[src/rtl/spdif_pkg.sv]
// Shared types and slot constants for the S/PDIF sub-frame decoder.
package spdif_pkg;

  typedef enum logic [1:0] {PRE_NONE, PRE_B, PRE_M, PRE_W} pre_t;
  typedef enum logic [1:0] {IV_1UI, IV_2UI, IV_3UI, IV_BAD} iv_t;

  localparam int SLOT_AUDIO_LSB = 4;
  localparam int SLOT_AUDIO_MSB = 27;
  localparam int SLOT_V         = 28;
  localparam int SLOT_U         = 29;
  localparam int SLOT_C         = 30;
  localparam int SLOT_P         = 31;

  typedef logic [1:0] state_t;
  localparam state_t ST_HUNT = 2'd0;
  localparam state_t ST_PRE  = 2'd1;
  localparam state_t ST_DATA = 2'd2;

  // The three intervals that follow the leading 3UI of a preamble identify it.
  function automatic pre_t classify_pre(input iv_t a, input iv_t b, input iv_t c);
    if (a == IV_1UI && b == IV_1UI && c == IV_3UI) return PRE_B;
    if (a == IV_3UI && b == IV_1UI && c == IV_1UI) return PRE_M;
    if (a == IV_2UI && b == IV_1UI && c == IV_2UI) return PRE_W;
    return PRE_NONE;
  endfunction

endpackage

[src/rtl/spdif_biphase_slicer.sv]
// Line front end: synchronizer, edge detect, interval counter and interval
// classifier. Emits a one-cycle strobe with the class of each completed
// interval, or a single IV_BAD strobe when the line stays quiet too long.
module spdif_biphase_slicer
  import spdif_pkg::*;
#(
  parameter int half_cell_clocks = 4
) (
  input  logic clk,
  input  logic reset,
  input  logic spdif_in,
  output logic iv_stb,
  output iv_t  iv_class
);

  localparam int H     = half_cell_clocks;
  localparam int LIMIT = (7 * H + 1) / 2;
  localparam int CW    = $clog2(LIMIT + 1);

  logic          sync_p0, sync_p1, sync_p2;
  logic [CW-1:0] cnt;
  logic          edge_det, timeout;

  // Thresholds are compared on doubled counts so that H/2, 1.5H, 2.5H and
  // 3.5H stay exact for odd H.
  function automatic iv_t classify(input logic [CW-1:0] n);
    int n2;
    n2 = 2 * int'(n);
    if (n2 < H)     return IV_BAD;
    if (n2 < 3 * H) return IV_1UI;
    if (n2 < 5 * H) return IV_2UI;
    if (n2 < 7 * H) return IV_3UI;
    return IV_BAD;
  endfunction

  // Synchronize the line, keep the previous level, and time the gap since the
  // last edge; the counter parks at LIMIT so a dead line reports only once.
  always_ff @(posedge clk or negedge reset) begin
    if (!reset) begin
      sync_p0 <= 1'b0;
      sync_p1 <= 1'b0;
      sync_p2 <= 1'b0;
      cnt     <= CW'(LIMIT);
    end else begin
      // stage p0/p1: metastability filter; stage p2: previous level
      sync_p0 <= spdif_in;
      sync_p1 <= sync_p0;
      sync_p2 <= sync_p1;
      if (edge_det)
        cnt <= CW'(1);
      else if (cnt != CW'(LIMIT))
        cnt <= cnt + 1'b1;
    end
  end

  assign edge_det = sync_p1 ^ sync_p2;
  assign timeout  = !edge_det && (cnt == CW'(LIMIT - 1));
  assign iv_stb   = edge_det | timeout;
  assign iv_class = edge_det ? classify(cnt) : IV_BAD;

endmodule

[src/rtl/spdif_frame_decoder.sv]
// S/PDIF sub-frame decoder: preamble/data FSM, slot shift register, lock
// tracking and a single-entry valid/ready output stage.
// Optional channel-status capture: define SPDIF_DECODER_CHANNEL_STATUS_EN.
module spdif_frame_decoder
  import spdif_pkg::*;
#(
  parameter int audio_width      = 16,
  parameter int half_cell_clocks = 4,
  parameter int lock_count       = 4
) (
  input  logic                   clk,
  input  logic                   reset,
  input  logic                   spdif_in,
  output logic                   o_valid,
  input  logic                   o_ready,
  output logic [audio_width-1:0] o_audio,
  output logic                   o_is_left,
  output logic                   o_is_error,
  output logic                   o_block_start,
  output logic                   o_overrun,
  output logic                   o_locked
`ifdef SPDIF_DECODER_CHANNEL_STATUS_EN
  ,
  output logic [31:0]            o_channel_status,
  output logic                   o_cs_valid
`endif
);

  localparam int LW = $clog2(lock_count + 1);

  iv_t           iv_class;
  logic          iv_stb;
  state_t        state;
  logic [1:0]    pre_idx;
  iv_t           pre_a, pre_b;
  pre_t          pre_kind;
  logic [4:0]    slot;
  logic          half;
  logic          par;
  logic [27:0]   sr;
  logic [27:0]   word;
  logic [LW-1:0] good_cnt;
  logic          bit_stb, bit_val, violation, done;

  spdif_biphase_slicer #(.half_cell_clocks(half_cell_clocks)) u_slicer (
    .clk      (clk),
    .reset    (reset),
    .spdif_in (spdif_in),
    .iv_stb   (iv_stb),
    .iv_class (iv_class)
  );

  // Turn each interval into a decoded bit or a violation for the current state.
  always_comb begin
    bit_stb   = 1'b0;
    bit_val   = 1'b0;
    violation = 1'b0;
    if (iv_stb) begin
      if (iv_class == IV_BAD) begin
        violation = 1'b1;
      end else if (state == ST_DATA) begin
        case (iv_class)
          IV_2UI: begin
            if (half) violation = 1'b1;
            else      bit_stb   = 1'b1;
          end
          IV_1UI: begin
            if (half) begin
              bit_stb = 1'b1;
              bit_val = 1'b1;
            end
          end
          default: violation = 1'b1;
        endcase
      end else if (state == ST_PRE) begin
        if (pre_idx == 2'd0 && iv_class != IV_3UI)
          violation = 1'b1;
        else if (pre_idx == 2'd3 && classify_pre(pre_a, pre_b, iv_class) == PRE_NONE)
          violation = 1'b1;
      end
    end
  end

  // word[i] holds slot i+4 once the final bit is shifted in.
  assign word = {bit_val, sr[27:1]};
  assign done = bit_stb && (slot == 5'(SLOT_P));

  // Sub-frame FSM. pre_idx 0 expects the leading 3UI that follows slot 31;
  // entering from HUNT that 3UI has already been seen, so collection starts at 1.
  always_ff @(posedge clk or negedge reset) begin
    if (!reset) begin
      state    <= ST_HUNT;
      pre_idx  <= 2'd0;
      pre_a    <= IV_BAD;
      pre_b    <= IV_BAD;
      pre_kind <= PRE_NONE;
      slot     <= 5'd0;
      half     <= 1'b0;
      par      <= 1'b0;
      good_cnt <= '0;
    end else if (violation) begin
      state    <= ST_HUNT;
      half     <= 1'b0;
      good_cnt <= '0;
    end else if (iv_stb) begin
      case (state)
        ST_HUNT: begin
          if (iv_class == IV_3UI) begin
            state   <= ST_PRE;
            pre_idx <= 2'd1;
          end
        end
        ST_PRE: begin
          pre_idx <= pre_idx + 2'd1;
          if (pre_idx == 2'd1) pre_a <= iv_class;
          if (pre_idx == 2'd2) pre_b <= iv_class;
          if (pre_idx == 2'd3) begin
            pre_kind <= classify_pre(pre_a, pre_b, iv_class);
            state    <= ST_DATA;
            slot     <= 5'(SLOT_AUDIO_LSB);
            half     <= 1'b0;
            par      <= 1'b0;
          end
        end
        ST_DATA: begin
          half <= (iv_class == IV_1UI) && !half;
          if (bit_stb) begin
            par  <= par ^ bit_val;
            slot <= slot + 5'd1;
          end
          if (done) begin
            state   <= ST_PRE;
            pre_idx <= 2'd0;
            if (!(par ^ bit_val) && good_cnt != LW'(lock_count))
              good_cnt <= good_cnt + 1'b1;
          end
        end
        default: state <= ST_HUNT;
      endcase
    end
  end

  // Slot shift register, LSB (slot 4) first.
  always_ff @(posedge clk) begin
    if (bit_stb) sr <= word;
  end

  // Output stage: a fresh sub-frame always loads, overwriting an unaccepted one.
  always_ff @(posedge clk or negedge reset) begin
    if (!reset) begin
      o_valid       <= 1'b0;
      o_audio       <= '0;
      o_is_left     <= 1'b0;
      o_is_error    <= 1'b0;
      o_block_start <= 1'b0;
      o_overrun     <= 1'b0;
    end else begin
      o_overrun <= done && o_valid && !o_ready;
      if (done) begin
        o_valid       <= 1'b1;
        o_audio       <= word[SLOT_AUDIO_MSB-SLOT_AUDIO_LSB -: audio_width];
        o_is_left     <= (pre_kind != PRE_W);
        o_block_start <= (pre_kind == PRE_B);
        o_is_error    <= (par ^ bit_val) | word[SLOT_V-SLOT_AUDIO_LSB];
      end else if (o_valid && o_ready) begin
        o_valid <= 1'b0;
      end
    end
  end

  assign o_locked = (good_cnt >= LW'(lock_count));

`ifdef SPDIF_DECODER_CHANNEL_STATUS_EN
  logic [31:0] cs_sr;
  logic [4:0]  cs_cnt;
  logic        cs_active;

  // Collect C bits from the left sub-frames of a block, starting at B.
  always_ff @(posedge clk or negedge reset) begin
    if (!reset) begin
      o_channel_status <= '0;
      o_cs_valid       <= 1'b0;
      cs_sr            <= '0;
      cs_cnt           <= '0;
      cs_active        <= 1'b0;
    end else begin
      o_cs_valid <= 1'b0;
      if (violation) begin
        cs_active <= 1'b0;
      end else if (done && pre_kind == PRE_B) begin
        cs_sr     <= {31'd0, word[SLOT_C-SLOT_AUDIO_LSB]};
        cs_cnt    <= 5'd1;
        cs_active <= 1'b1;
      end else if (done && pre_kind == PRE_M && cs_active) begin
        cs_sr[cs_cnt] <= word[SLOT_C-SLOT_AUDIO_LSB];
        cs_cnt        <= cs_cnt + 5'd1;
        if (cs_cnt == 5'd31) begin
          o_channel_status <= {word[SLOT_C-SLOT_AUDIO_LSB], cs_sr[30:0]};
          o_cs_valid       <= 1'b1;
          cs_active        <= 1'b0;
        end
      end
    end
  end
`endif

endmodule

[config.mk]
export PLATFORM = sky130hd
export DESIGN_NAME = spdif_frame_decoder
export DESIGN_NICKNAME = d
export VERILOG_FILES = /design/src/rtl/spdif_pkg.sv /design/src/rtl/spdif_biphase_slicer.sv /design/src/rtl/spdif_frame_decoder.sv
export SDC_FILE = /design/constraint.sdc
export NUM_CORES = 1
export LEC_CHECK = 0
export CELL_PAD_IN_SITES_DETAIL_PLACEMENT = 1
export CELL_PAD_IN_SITES_GLOBAL_PLACEMENT = 2
export CORE_UTILIZATION = 43
export DETAILED_ROUTE_END_ITERATION = 8
export GPL_TIMING_DRIVEN = 0
export PLACE_DENSITY = 0.91
export SYNTH_ARGS = -nofsm -noshare
export SYNTH_HDL_FRONTEND = slang
export SYNTH_SLANG_ARGS = --single-unit
[constraint.sdc]
create_clock -name clk -period 6.7 [get_ports clk]
set_clock_uncertainty 0.05 [all_clocks]
set_input_delay 1.34 -clock clk [delete_from_list [all_inputs] [get_ports clk]]
set_output_delay 1.34 -clock clk [all_outputs]
set_load 0.01 [all_outputs]
==> out/metrics.cfg <==
[placed_design]
post-dp-hpwl_um = 4920
routabilityCongestion = 0.771
portBuffers = 25

[final_layout]
diodes = 0
fill_cells = 791
mostFrequentLayoutCells = 41 x dfrtp_1, 24 x clkdlybuf4s50_1, 21 x mux2_2, 19 x edfxtp_1, 16 x inv_1
syn_to_final_growth_pct = 18.3
final_common_cell = dfrtp_1
drive_above_1_share = 0.214
final_nets = 313

[clocking]
clock_path_buffers = 2
cts.sink_count = 67
cts_root_buf = clkbuf_8
insertion_delay_ns = 0.36
cts_tree = done
cts_resized = 0
h-tree-depth = 3
cts_made_buffers = 9
clk_pin_slew_ns = 0.08
post_cts_buffers = 0
cts_hold_buf = 0

[worst_setup_path]
end_kind = flop
critPathLaunch = state[0]$_DFFE_PN0P_
path_depth = 5
crit_slowest_cell = and2_1
cp_cell_sequence = inv_1, ha_1, buf_1, clkbuf_1, and2_1
worst_ep_required_time_ns = 6.62
critPathMaxFanout = 19
critPathBufInv = 3
arrival_ns = 2.92
r2r-start = state[0]$_DFFE_PN0P_
rr_endpoint = sr[23]$_DFFE_PP_
cp-start-kind = flop
cp_top_family = buffers and inverters
crit_path_end = sr[23]$_DFFE_PP_
r2r_slack_ns = 3.70
r2r_cells = 5
critPathMaxStageDelay_ns = 0.78
critical_path_class = reg2reg

[logic_synthesis]
synth_compound_area_frac = 0.135
ys_seq_elements = 67
synthTopCellsByArea = dfrtp_1 31%, edfxtp_1 17%, mux2_2 7.3%
syn-instance-count = 257
synth_top_family_by_area = compound AO/OA/AOI/OAI gates
synth_warnings = 0
yosys_most_used_dff = dfrtp_1
synth_async_sr_flop_share = 0.716
synthSimpleGateAreaFrac = 0.116
seq_area_frac_synth = 0.546
synthesis.area_um2 = 3260
synth_top_cell_by_area = dfrtp_1
synthMuxAreaShare = 0.0898
synthAdderAreaFrac = 0.0576
avgSynthCellArea_um2 = 12.7
synth_top_cell_area_share = 0.315
synth_xor_area_frac = 0.0161
synthDistinctLibCells = 59
synth-edff-count = 19
syn_nets = 276

[sta]
maxSlewViolCount = 0
setup_viol = 0
clock.fmax_ghz = 0.333
rsz0062_at_grt = no
holdWs_ns = 0.307
timing.setup.tns_ns = 0
hold_viol_final = 0
slew_headroom = 0.408
max_slew.worst_pin.slew_ns = 0.889
period_minus_slack_ns = 3.00
finalCritPeriodShare = 0.448

[routing]
drt-initial-drc-count = 79
wl_met1_um = 3380
wl_met3_um = 140
vias = 2093
viasPerCell = 5.26
ant_nets = 0
met2_wirelength_um = 3390
drc = 0
wl_per_cell_um = 17.6
routed_wl_um = 7020
drt_pre_antenna_iters = 4
top_layer = met4

[floorplanning]
die_w_um = 89.1
pin_count = 26
die_area_um2 = 7940
initial_core_util = 0.447
fp-row-count = 31
die_h_um = 89.1
core_um2 = 7290

[grt]
grt_pass1_vias = 2166
grt_pass1_wl_um = 11400
grt_overflow_total = 0
grt_max_degree = 32
grt.total_usage = 0.195
antenna_found_initial = 0

[pwr]
powerDensity_nw_per_um2 = 234
leakagePower_nw = 1.58
ir_drop_mv = 0.0998

[worst_hold_path]
hold_class = reg2reg

[status]
status = complete, no violations

[run]
max_cap_viol_count = 0

worst reg2reg max path, cell delays in order, from the launching register on:
cell and delay [ns]:
dfrtp_1 0.40, inv_1 0.10, ha_1 0.32, buf_1 0.57
clkbuf_1 0.40, and2_1 0.78
area by class of cell:
type | count | area [um2] | share of cell area
Clock buffer | 9 | 124 | 0.0321
Multi-Input combinational cell | 161 | 1350 | 0.351
Clock inverter | 7 | 83.8 | 0.0217
Timing Repair Buffer | 26 | 265 | 0.0688
Sequential cell | 67 | 1780 | 0.462
Buffer | 13 | 66.3 | 0.0172
Inverter | 16 | 60.1 | 0.0156
Tap cell | 99 | 124 | 0.0321
flip-flops by register name, summed over array words and instances (netlist names), 2 cells and up:
register and count:
pre_a 2, o_audio 16, u_slicer.cnt 4, pre_idx 2, pre_b 2, slot 5
state 2, pre_kind 2, good_cnt 3, sr 19
report_power, final:
group          internal (mW)  switching (mW)  leakage, nW  total, mW
registers              0.430          0.0102        0.762      0.440
clock network          0.179           0.180        0.103      0.359
logic                 0.0395          0.0653        0.716      0.105
metal layers:
metal  track usage  vias to the layer above
met4        0.0823                        0
li1              -                     1011
met3        0.0305                        8
met2         0.312                       25
met5             0                        -
met1         0.265                     1049
worst min-delay path by stage:
| stage | startpoint | end | slack [ns] | cells after the start |
|---|---|---|---|---|
| 2_1_floorplan | u_slicer.sync_p0$_DFF_PN0_ | u_slicer.sync_p1$_DFF_PN0_ | 0.28 | 0 |
| 3_3_place_gp | u_slicer.sync_p0$_DFF_PN0_ | u_slicer.sync_p1$_DFF_PN0_ | 0.28 | 0 |
| 3_5_place_dp | u_slicer.sync_p0$_DFF_PN0_ | u_slicer.sync_p1$_DFF_PN0_ | 0.29 | 0 |
| 4_1_cts | u_slicer.sync_p0$_DFF_PN0_ | u_slicer.sync_p1$_DFF_PN0_ | 0.31 | 0 |
| 5_1_grt | u_slicer.sync_p0$_DFF_PN0_ | u_slicer.sync_p1$_DFF_PN0_ | 0.31 | 0 |
| 6_report | u_slicer.sync_p0$_DFF_PN0_ | u_slicer.sync_p1$_DFF_PN0_ | 0.31 | 0 |
synthesized netlist by cell type (4+ instances only):
| cell | instances |
|---|---|
| nor2_1 | 5 |
| dfrtp_1 | 41 |
| clkbuf_1 | 7 |
| edfxtp_1 | 19 |
| nand2_1 | 13 |
| nand3_1 | 12 |
| nand2b_1 | 4 |
| dfstp_2 | 7 |
| mux2_2 | 21 |
| o211ai_1 | 4 |
| o21ai_0 | 6 |
| inv_1 | 16 |
| nor2b_1 | 4 |
| a21oi_1 | 9 |
| ha_1 | 15 |
| nor3b_1 | 5 |
| a21o_1 | 6 |
cells by family after synthesis:
logic type,after synthesis
flops,67
simple gates,62
compound gates,52
buf+inv,29
mux,26
fa+ha+maj,15
xor+xnor,6
through the flow:
step / power, mW / util / area [um2] / worst slack, ns / cells
finish: 0.904 / 0.529 / 3860 / 3.70 / 398
global route: 0.938 / 0.529 / 3860 / 3.49 / 398
CTS: 0.913 / 0.529 / 3860 / 3.71 / 398
detailed placement: 0.553 / 0.501 / 3650 / 3.74 / 382
global placement: 0.549 / 0.498 / 3630 / 2.79 / 381
floorplan: 0.521 / - / 3260 / 4.30 / 257
Note: power is estimated with default switching activity, not from simulation.
